$ cat config.mk
export PLATFORM = sky130hd
export DESIGN_NAME = bpsk_awgn_mapper_nlane
export DESIGN_NICKNAME = d
export VERILOG_FILES = /design/src/rtl/bpsk_awgn_mapper_nlane_pkg.sv /design/src/rtl/bpsk_awgn_mapper_nlane_lane.sv /design/src/rtl/bpsk_awgn_mapper_nlane.sv
export SDC_FILE = /design/constraint.sdc
export NUM_CORES = 1
export LEC_CHECK = 0
export CAP_MARGIN = 15
export CORE_AREA = 2 2 236 238
export CTS_CLUSTER_DIAMETER = 80
export CTS_CLUSTER_SIZE = 10
export DETAILED_ROUTE_END_ITERATION = 8
export DIE_AREA = 0 0 238 240
export PLACE_DENSITY = 0.62
export SLEW_MARGIN = 20
export SYNTH_ARGS = -nofsm -noshare
export SYNTH_HDL_FRONTEND = slang
export SYNTH_HIERARCHICAL = 1
export SYNTH_SLANG_ARGS = --single-unit
$ cat constraint.sdc
create_clock -name clk -period 4.23 [get_ports clk]
set_input_delay 0.6345 -clock clk [delete_from_list [all_inputs] [get_ports clk]]
set_output_delay 0.6345 -clock clk [all_outputs]
set_load 0.02 [all_outputs]
$ cat src/rtl/bpsk_awgn_mapper_nlane_pkg.sv
// Shared definitions for the BPSK mapper / AWGN adder: state encoding,
// the fixed-point +1.0 constant and the saturating adder used by the
// optional saturation build (MOD_SAT_EN).
package mod_pkg;

    typedef enum logic [1:0] {
        IDLE = 2'd0,
        MAP  = 2'd1,
        DONE = 2'd2
    } state_t;

    // +1.0 in a SAMPLE_W-bit two's complement word with FRAC_W fraction bits;
    // yields 0 when the word has no room for a positive +1.0.
    function automatic int ONE_FIX(input int frac_w, input int sample_w);
        return (sample_w >= frac_w + 2) ? (1 << frac_w) : 0;
    endfunction

    // Signed add clamped to the range of a w-bit two's complement word.
    function automatic logic signed [31:0] sat_add(input logic signed [31:0] a,
                                                   input logic signed [31:0] b,
                                                   input int                 w);
        longint sum;
        longint hi;
        longint lo;
        sum = longint'(a) + longint'(b);
        hi  = (longint'(1) << (w - 1)) - longint'(1);
        lo  = -(longint'(1) << (w - 1));
        if (sum > hi) begin
            sum = hi;
        end
        if (sum < lo) begin
            sum = lo;
        end
        return 32'(sum);
    endfunction

endpackage

$ cat src/rtl/bpsk_awgn_mapper_nlane_lane.sv
// bpsk_lane: one codeword bit plus one noise sample -> one channel sample.
// Purely combinational. MOD_SAT_EN selects a saturating sum; otherwise the
// sum wraps modulo 2^SAMPLE_W.
module bpsk_lane
    import mod_pkg::*;
#(
    parameter int SAMPLE_W = 15,
    parameter int FRAC_W   = 10
) (
    input  logic                code_bit,
    input  logic [SAMPLE_W-1:0] noise,
    output logic [SAMPLE_W-1:0] sample
);

    localparam logic [SAMPLE_W-1:0] POS_ONE = SAMPLE_W'(ONE_FIX(FRAC_W, SAMPLE_W));
    localparam logic [SAMPLE_W-1:0] NEG_ONE = SAMPLE_W'(-ONE_FIX(FRAC_W, SAMPLE_W));

    logic [SAMPLE_W-1:0] symbol;

    // Map bit 0 -> +1.0, bit 1 -> -1.0 and add the noise sample.
    always_comb begin
        symbol = code_bit ? NEG_ONE : POS_ONE;
`ifdef MOD_SAT_EN
        sample = SAMPLE_W'(sat_add(32'($signed(symbol)), 32'($signed(noise)), SAMPLE_W));
`else
        sample = symbol + noise;
`endif
    end

endmodule

$ cat src/rtl/bpsk_awgn_mapper_nlane.sv
// BPSK mapper + AWGN adder, LANES samples per beat, between the LDPC encoder
// and the channel-sample RAM. Latches a codeword, streams noisy samples into
// the RAM whenever noise_valid is high, then hands the frame to the
// demodulator and counts completed frames.
// Optional feature: define MOD_SAT_EN for saturating sample sums.
module bpsk_awgn_mapper_nlane
    import mod_pkg::*;
#(
    parameter int CODE_LEN      = 256,
    parameter int CODE_LEN_BITS = 8,
    parameter int LANES         = 2,
    parameter int SAMPLE_W      = 15,
    parameter int FRAC_W        = 10
) (
    input  logic                        clk,
    input  logic                        rst,
    input  logic                        code_valid,
    input  logic [CODE_LEN-1:0]         code_data,
    output logic                        code_ready,
    input  logic                        noise_valid,
    input  logic [LANES*SAMPLE_W-1:0]   noise_data,
    output logic [LANES-1:0]            wr_en,
    output logic [CODE_LEN_BITS:0]      wr_addr,
    output logic [LANES*SAMPLE_W-1:0]   wr_data,
    output logic                        wr_done,
    output logic                        mod_done,
    input  logic                        demod_receive,
    input  logic                        demod_done,
    output logic                        demod_done_ack,
    output logic [CODE_LEN-1:0]         code_hold,
    output logic [15:0]                 frame_cnt
);

    localparam int AW = CODE_LEN_BITS + 1;

    state_t                      state_q,      state_d;
    logic [CODE_LEN-1:0]         code_hold_q,  code_hold_d;
    logic [AW-1:0]               addr_q,       addr_d;
    logic [LANES-1:0]            wr_en_q,      wr_en_d;
    logic [AW-1:0]               wr_addr_q,    wr_addr_d;
    logic [LANES*SAMPLE_W-1:0]   wr_data_q,    wr_data_d;
    logic                        wr_done_q,    wr_done_d;
    logic                        mod_done_q,   mod_done_d;
    logic                        code_ready_q, code_ready_d;
    logic                        ack_q,        ack_d;
    logic [15:0]                 frame_cnt_q,  frame_cnt_d;

    logic [LANES-1:0]            lane_en;
    logic [LANES-1:0]            lane_bit;
    logic [LANES*SAMPLE_W-1:0]   lane_sample;

    for (genvar k = 0; k < LANES; k++) begin : g_lane
        logic [AW:0] idx;
        assign idx        = {1'b0, addr_q} + (AW+1)'(k);
        assign lane_en[k]  = (idx < (AW+1)'(CODE_LEN));
        assign lane_bit[k] = lane_en[k] ? code_hold_q[idx[CODE_LEN_BITS-1:0]] : 1'b0;

        bpsk_lane #(
            .SAMPLE_W (SAMPLE_W),
            .FRAC_W   (FRAC_W)
        ) u_lane (
            .code_bit (lane_bit[k]),
            .noise    (noise_data[k*SAMPLE_W +: SAMPLE_W]),
            .sample   (lane_sample[k*SAMPLE_W +: SAMPLE_W])
        );
    end

    // Next-state logic: frame acceptance, per-beat write generation, frame handoff.
    always_comb begin
        state_d      = state_q;
        code_hold_d  = code_hold_q;
        addr_d       = addr_q;
        wr_en_d      = '0;
        wr_addr_d    = wr_addr_q;
        wr_data_d    = wr_data_q;
        wr_done_d    = wr_done_q;
        mod_done_d   = mod_done_q;
        code_ready_d = 1'b0;
        ack_d        = 1'b0;
        frame_cnt_d  = frame_cnt_q;

        case (state_q)
            IDLE: begin
                if (code_valid && noise_valid) begin
                    code_hold_d  = code_data;
                    code_ready_d = 1'b1;
                    addr_d       = '0;
                    wr_addr_d    = '0;
                    state_d      = MAP;
                end
            end
            MAP: begin
                // addr_q past the end means the last beat was issued on the
                // previous cycle; this cycle closes the frame.
                if (addr_q >= AW'(CODE_LEN)) begin
                    wr_addr_d  = '0;
                    wr_done_d  = 1'b1;
                    mod_done_d = 1'b1;
                    addr_d     = '0;
                    state_d    = DONE;
                end else if (noise_valid) begin
                    wr_en_d   = lane_en;
                    wr_addr_d = addr_q;
                    wr_data_d = lane_sample;
                    addr_d    = addr_q + AW'(LANES);
                end
            end
            DONE: begin
                if (demod_receive) begin
                    mod_done_d = 1'b0;
                end
                if (demod_done) begin
                    ack_d       = 1'b1;
                    wr_done_d   = 1'b0;
                    mod_done_d  = 1'b0;
                    code_hold_d = '0;
                    frame_cnt_d = frame_cnt_q + 16'd1;
                    state_d     = IDLE;
                end
            end
            default: begin
                state_d = IDLE;
            end
        endcase
    end

    // State and output registers; async active-low clear wins over everything.
    always_ff @(posedge clk or negedge rst) begin
        if (!rst) begin
            state_q      <= IDLE;
            code_hold_q  <= '0;
            addr_q       <= '0;
            wr_en_q      <= '0;
            wr_addr_q    <= '0;
            wr_data_q    <= '0;
            wr_done_q    <= 1'b0;
            mod_done_q   <= 1'b0;
            code_ready_q <= 1'b0;
            ack_q        <= 1'b0;
            frame_cnt_q  <= '0;
        end else begin
            state_q      <= state_d;
            code_hold_q  <= code_hold_d;
            addr_q       <= addr_d;
            wr_en_q      <= wr_en_d;
            wr_addr_q    <= wr_addr_d;
            wr_data_q    <= wr_data_d;
            wr_done_q    <= wr_done_d;
            mod_done_q   <= mod_done_d;
            code_ready_q <= code_ready_d;
            ack_q        <= ack_d;
            frame_cnt_q  <= frame_cnt_d;
        end
    end

    assign code_ready     = code_ready_q;
    assign wr_en          = wr_en_q;
    assign wr_addr        = wr_addr_q;
    assign wr_data        = wr_data_q;
    assign wr_done        = wr_done_q;
    assign mod_done       = mod_done_q;
    assign demod_done_ack = ack_q;
    assign code_hold      = code_hold_q;
    assign frame_cnt      = frame_cnt_q;

endmodule

==> impl_metrics.toml <==
[run_status]
status = "finished clean"

[synth]
synth_warnings = 6
synth-seq-cells = 327
ys_seq_area_frac = 0.565
ys_types = 63
synth_fp_nets = 1353
synth_cells = 1050
synthArstFlopShare = 1.00
synth_edf_count = 0
syn_area_um2 = 14500
syn_area_per_cell_um2 = 13.8
ys.flop_type = "dfrtp_1"

[routing]
vias_per_cell = 5.08
dr.pass1.iters = 5
drcViolationCount = 0
wire_per_inst_um = 25.6
via_count = 11900
drtIter0Drc = 798
drt_wl_total_mm = 60.0
antenna_left = 0

[floorplan]
start_util = 0.265
die_h_um = 240
io_pins = 609
core-area_um2 = 54700
fp-row-count = 86
die_width_um = 238
die_area_um2 = 57100

[placed_design]
post-dp-hpwl_mm = 44.7
placed_area_um2 = 21200
routabilityCongestion = 0.861
dp_slack_ns = 0.0969
port-buffer-count = 608

[timing]
drv_slew = 0
relSlewSlack = 0.331
worstMarginPinSlew_ns = 1.00
setup_slack_ns = 0.239
setup_viol = 0
hold_viol_final = 0
rsz0062_at_grt = "false"
clock_skew_ns = 0.0229
fmax_mhz = 251
fin_crit_ns = 3.99
fin_setup_tns_ns = 0
min_period_over_period = 0.943

[final_layout]
multi_input_area_um2 = 5660
fin_nets = 1927
area_growth_pct = 54.6
fin_area_um2 = 22400
utilization = 0.409
fillers = 5108
final_layout_size_suffix_gt1_frac = 0.106
final_common_cell = "clkdlybuf4s50_1"
final_cell_mix = "607 x clkdlybuf4s50_1, 324 x dfrtp_1, 264 x a22o_1"
ff_latch_area_um2 = 8190

[clock_network]
cts-root-buf = "clkbuf_16"
cts_max_path_buffers = 3
path_clk_slew_ns = 0.06
numCtsBuffers = 40
clock_latency_ns = 0.56
htree_num_levels = 2
cts.repair.resized = 0
cts_sinks = 327
tritoncts = "yes"

[grt]
grt_max_degree = 156
grt_pass1_wl_mm = 86.1
grt_pass1_vias = 12600
overflow = 0
antenna_found_initial = 3
grtUsageTotal = 0.203

[power_and_ir_drop]
power_leakage_nw = 9.64
p_per_area_nw_per_um2 = 722
ir_drop_uv = 345
power.total_mw = 16.2

[critical_path]
endpoint_kind = "flip-flop"
arrival_ns = 4.42
path_cells = "buf_4 > mux2i_1 > a22oi_1 > a31oi_1 > a221oi_2 > o21ai_1 > a2111oi_2 > buf_4 > inv_1 > fa_1 > nand2b_1 > a21oi_2 > xnor2_1 > mux2_2"
r2r-end = "wr_data[29]$_DFFE_PN0P_"
reg2reg_slack_ns = 0.24
cp_slowest_cell = "dfrtp_4"
crit_start = "addr_q[3]$_DFFE_PN0P_"
crit_top_cell = "buf_4"
slowest_delay_ns = 0.62
reg2reg_depth = 14
critical_path_required_ns = 4.65
crit_path_end = "wr_data[29]$_DFFE_PN0P_"
path_max_fanout = 20
reg2reg_from = "addr_q[3]$_DFFE_PN0P_"
worstSetupPathType = "flip-flop to flip-flop"
start_kind = "flip-flop"

[flow_run]
drv_cap = 0

[worst_hold_path]
min_path_type = "input port to asynchronous set/reset pin"
-- stage by stage --
stage          hold WS (ns)  instances
2_1_floorplan         0.339       1050
3_3_place_gp          0.463       2280
3_5_place_dp          0.471       2280
4_1_cts               0.232       2331
5_1_grt               0.281       2339
6_report              0.217       2339
-- worst min path at each step --
| stage | cells past startpoint | slack [ns] | from | endpoint |
|---|---|---|---|---|
| global route | 1 | 0.28 | rst | wr_data[9]$_DFFE_PN0P_ |
| finish | 1 | 0.22 | rst | wr_data[18]$_DFFE_PN0P_ |
| detailed placement | 2 | 0.47 | wr_addr[7]$_DFFE_PN0P_ | wr_addr[7]$_DFFE_PN0P_ |
| global placement | 2 | 0.46 | wr_addr[7]$_DFFE_PN0P_ | wr_addr[7]$_DFFE_PN0P_ |
| floorplan | 0 | 0.34 | rst | addr_q[1]$_DFFE_PN0P_ |
| CTS | 1 | 0.23 | rst | wr_data[18]$_DFFE_PN0P_ |
-- layout make-up --
| class | instances | share of cell area |
|---|---|---|
| repair buffers | 640 | 0.290 |
| clock inverters | 5 | 0.00190 |
| clock buffers | 46 | 0.0476 |
| multi-input cells | 601 | 0.253 |
| inverters | 14 | 0.00235 |
| well taps | 704 | 0.0394 |
| diodes | 2 | 0.000224 |
| flip-flops and latches | 327 | 0.366 |
-- critical path, delay by kind of cell, from the launching register on --
| family | cells | cell delay (ns) |
|---|---|---|
| compound gates | 6 | 1.51 |
| flops | 1 | 0.62 |
| buf+inv | 3 | 0.61 |
| fa+ha+maj | 1 | 0.44 |
| mux | 2 | 0.42 |
| simple gates | 1 | 0.17 |
| xor+xnor | 1 | 0.08 |
-- timing repair --
item | 4_1_cts | 5_1_grt
buffers inserted | 0 | 6
endpoints found under the setup margin | 0 | 2
hold buffers | 0 | 0
-- per-layer routing --
metal  vias up  part of all wire  GRT usage
met1      6080              0.41      0.258
li1       5181                 -          -
met5         -           0.00012          0
met3       100             0.063     0.0450
met4         2             0.031     0.0688
met2       512              0.50      0.344
-- power breakdown --
part	internal (mW)	switching (mW)	total [mW]	leakage [nW]
logic	3.91	3.75	7.66	4.87
clock network	1.77	1.33	3.09	0.541
registers	4.16	1.23	5.40	4.23
total	9.84	6.31	16.2	9.64
-- flip-flops by register name, summed over array words and instances (netlist names), 2 cells and up --
| name | flops |
|---|---|
| wr_data | 30 |
| code_hold | 256 |
| addr_q | 8 |
| frame_cnt | 16 |
| state_q | 2 |
| wr_addr | 9 |
| wr_en | 2 |
-- logic make-up after synthesis --
kind of cell / count (synthesis) / share of synthesized area
compound gates: 338 / 0.197
fa+ha+maj: 11 / 0.0105
buf+inv: 122 / 0.0456
mux: 127 / 0.130
xor+xnor: 28 / 0.0169
simple gates: 97 / 0.0346
flops: 327 / 0.565
-- cell usage after synthesis, drive strengths merged, types with 6 or more instances --
cell type,count,area share
a21oi,17,0.0069
a221oi,6,0.0049
a22o,264,0.16
a22oi,10,0.0052
and2,7,0.0030
buf,42,0.024
clkbuf,66,0.018
dfrtp,327,0.57
ha,9,0.0078
inv,12,0.0031
mux2,35,0.027
mux2i,50,0.035
mux4,42,0.068
nand2,25,0.0065
nand2b,7,0.0030
nand3,15,0.0052
nor2,20,0.0057
o21ai,12,0.0041
xnor2,23,0.014
Note: power is estimated with default switching activity, not from simulation.
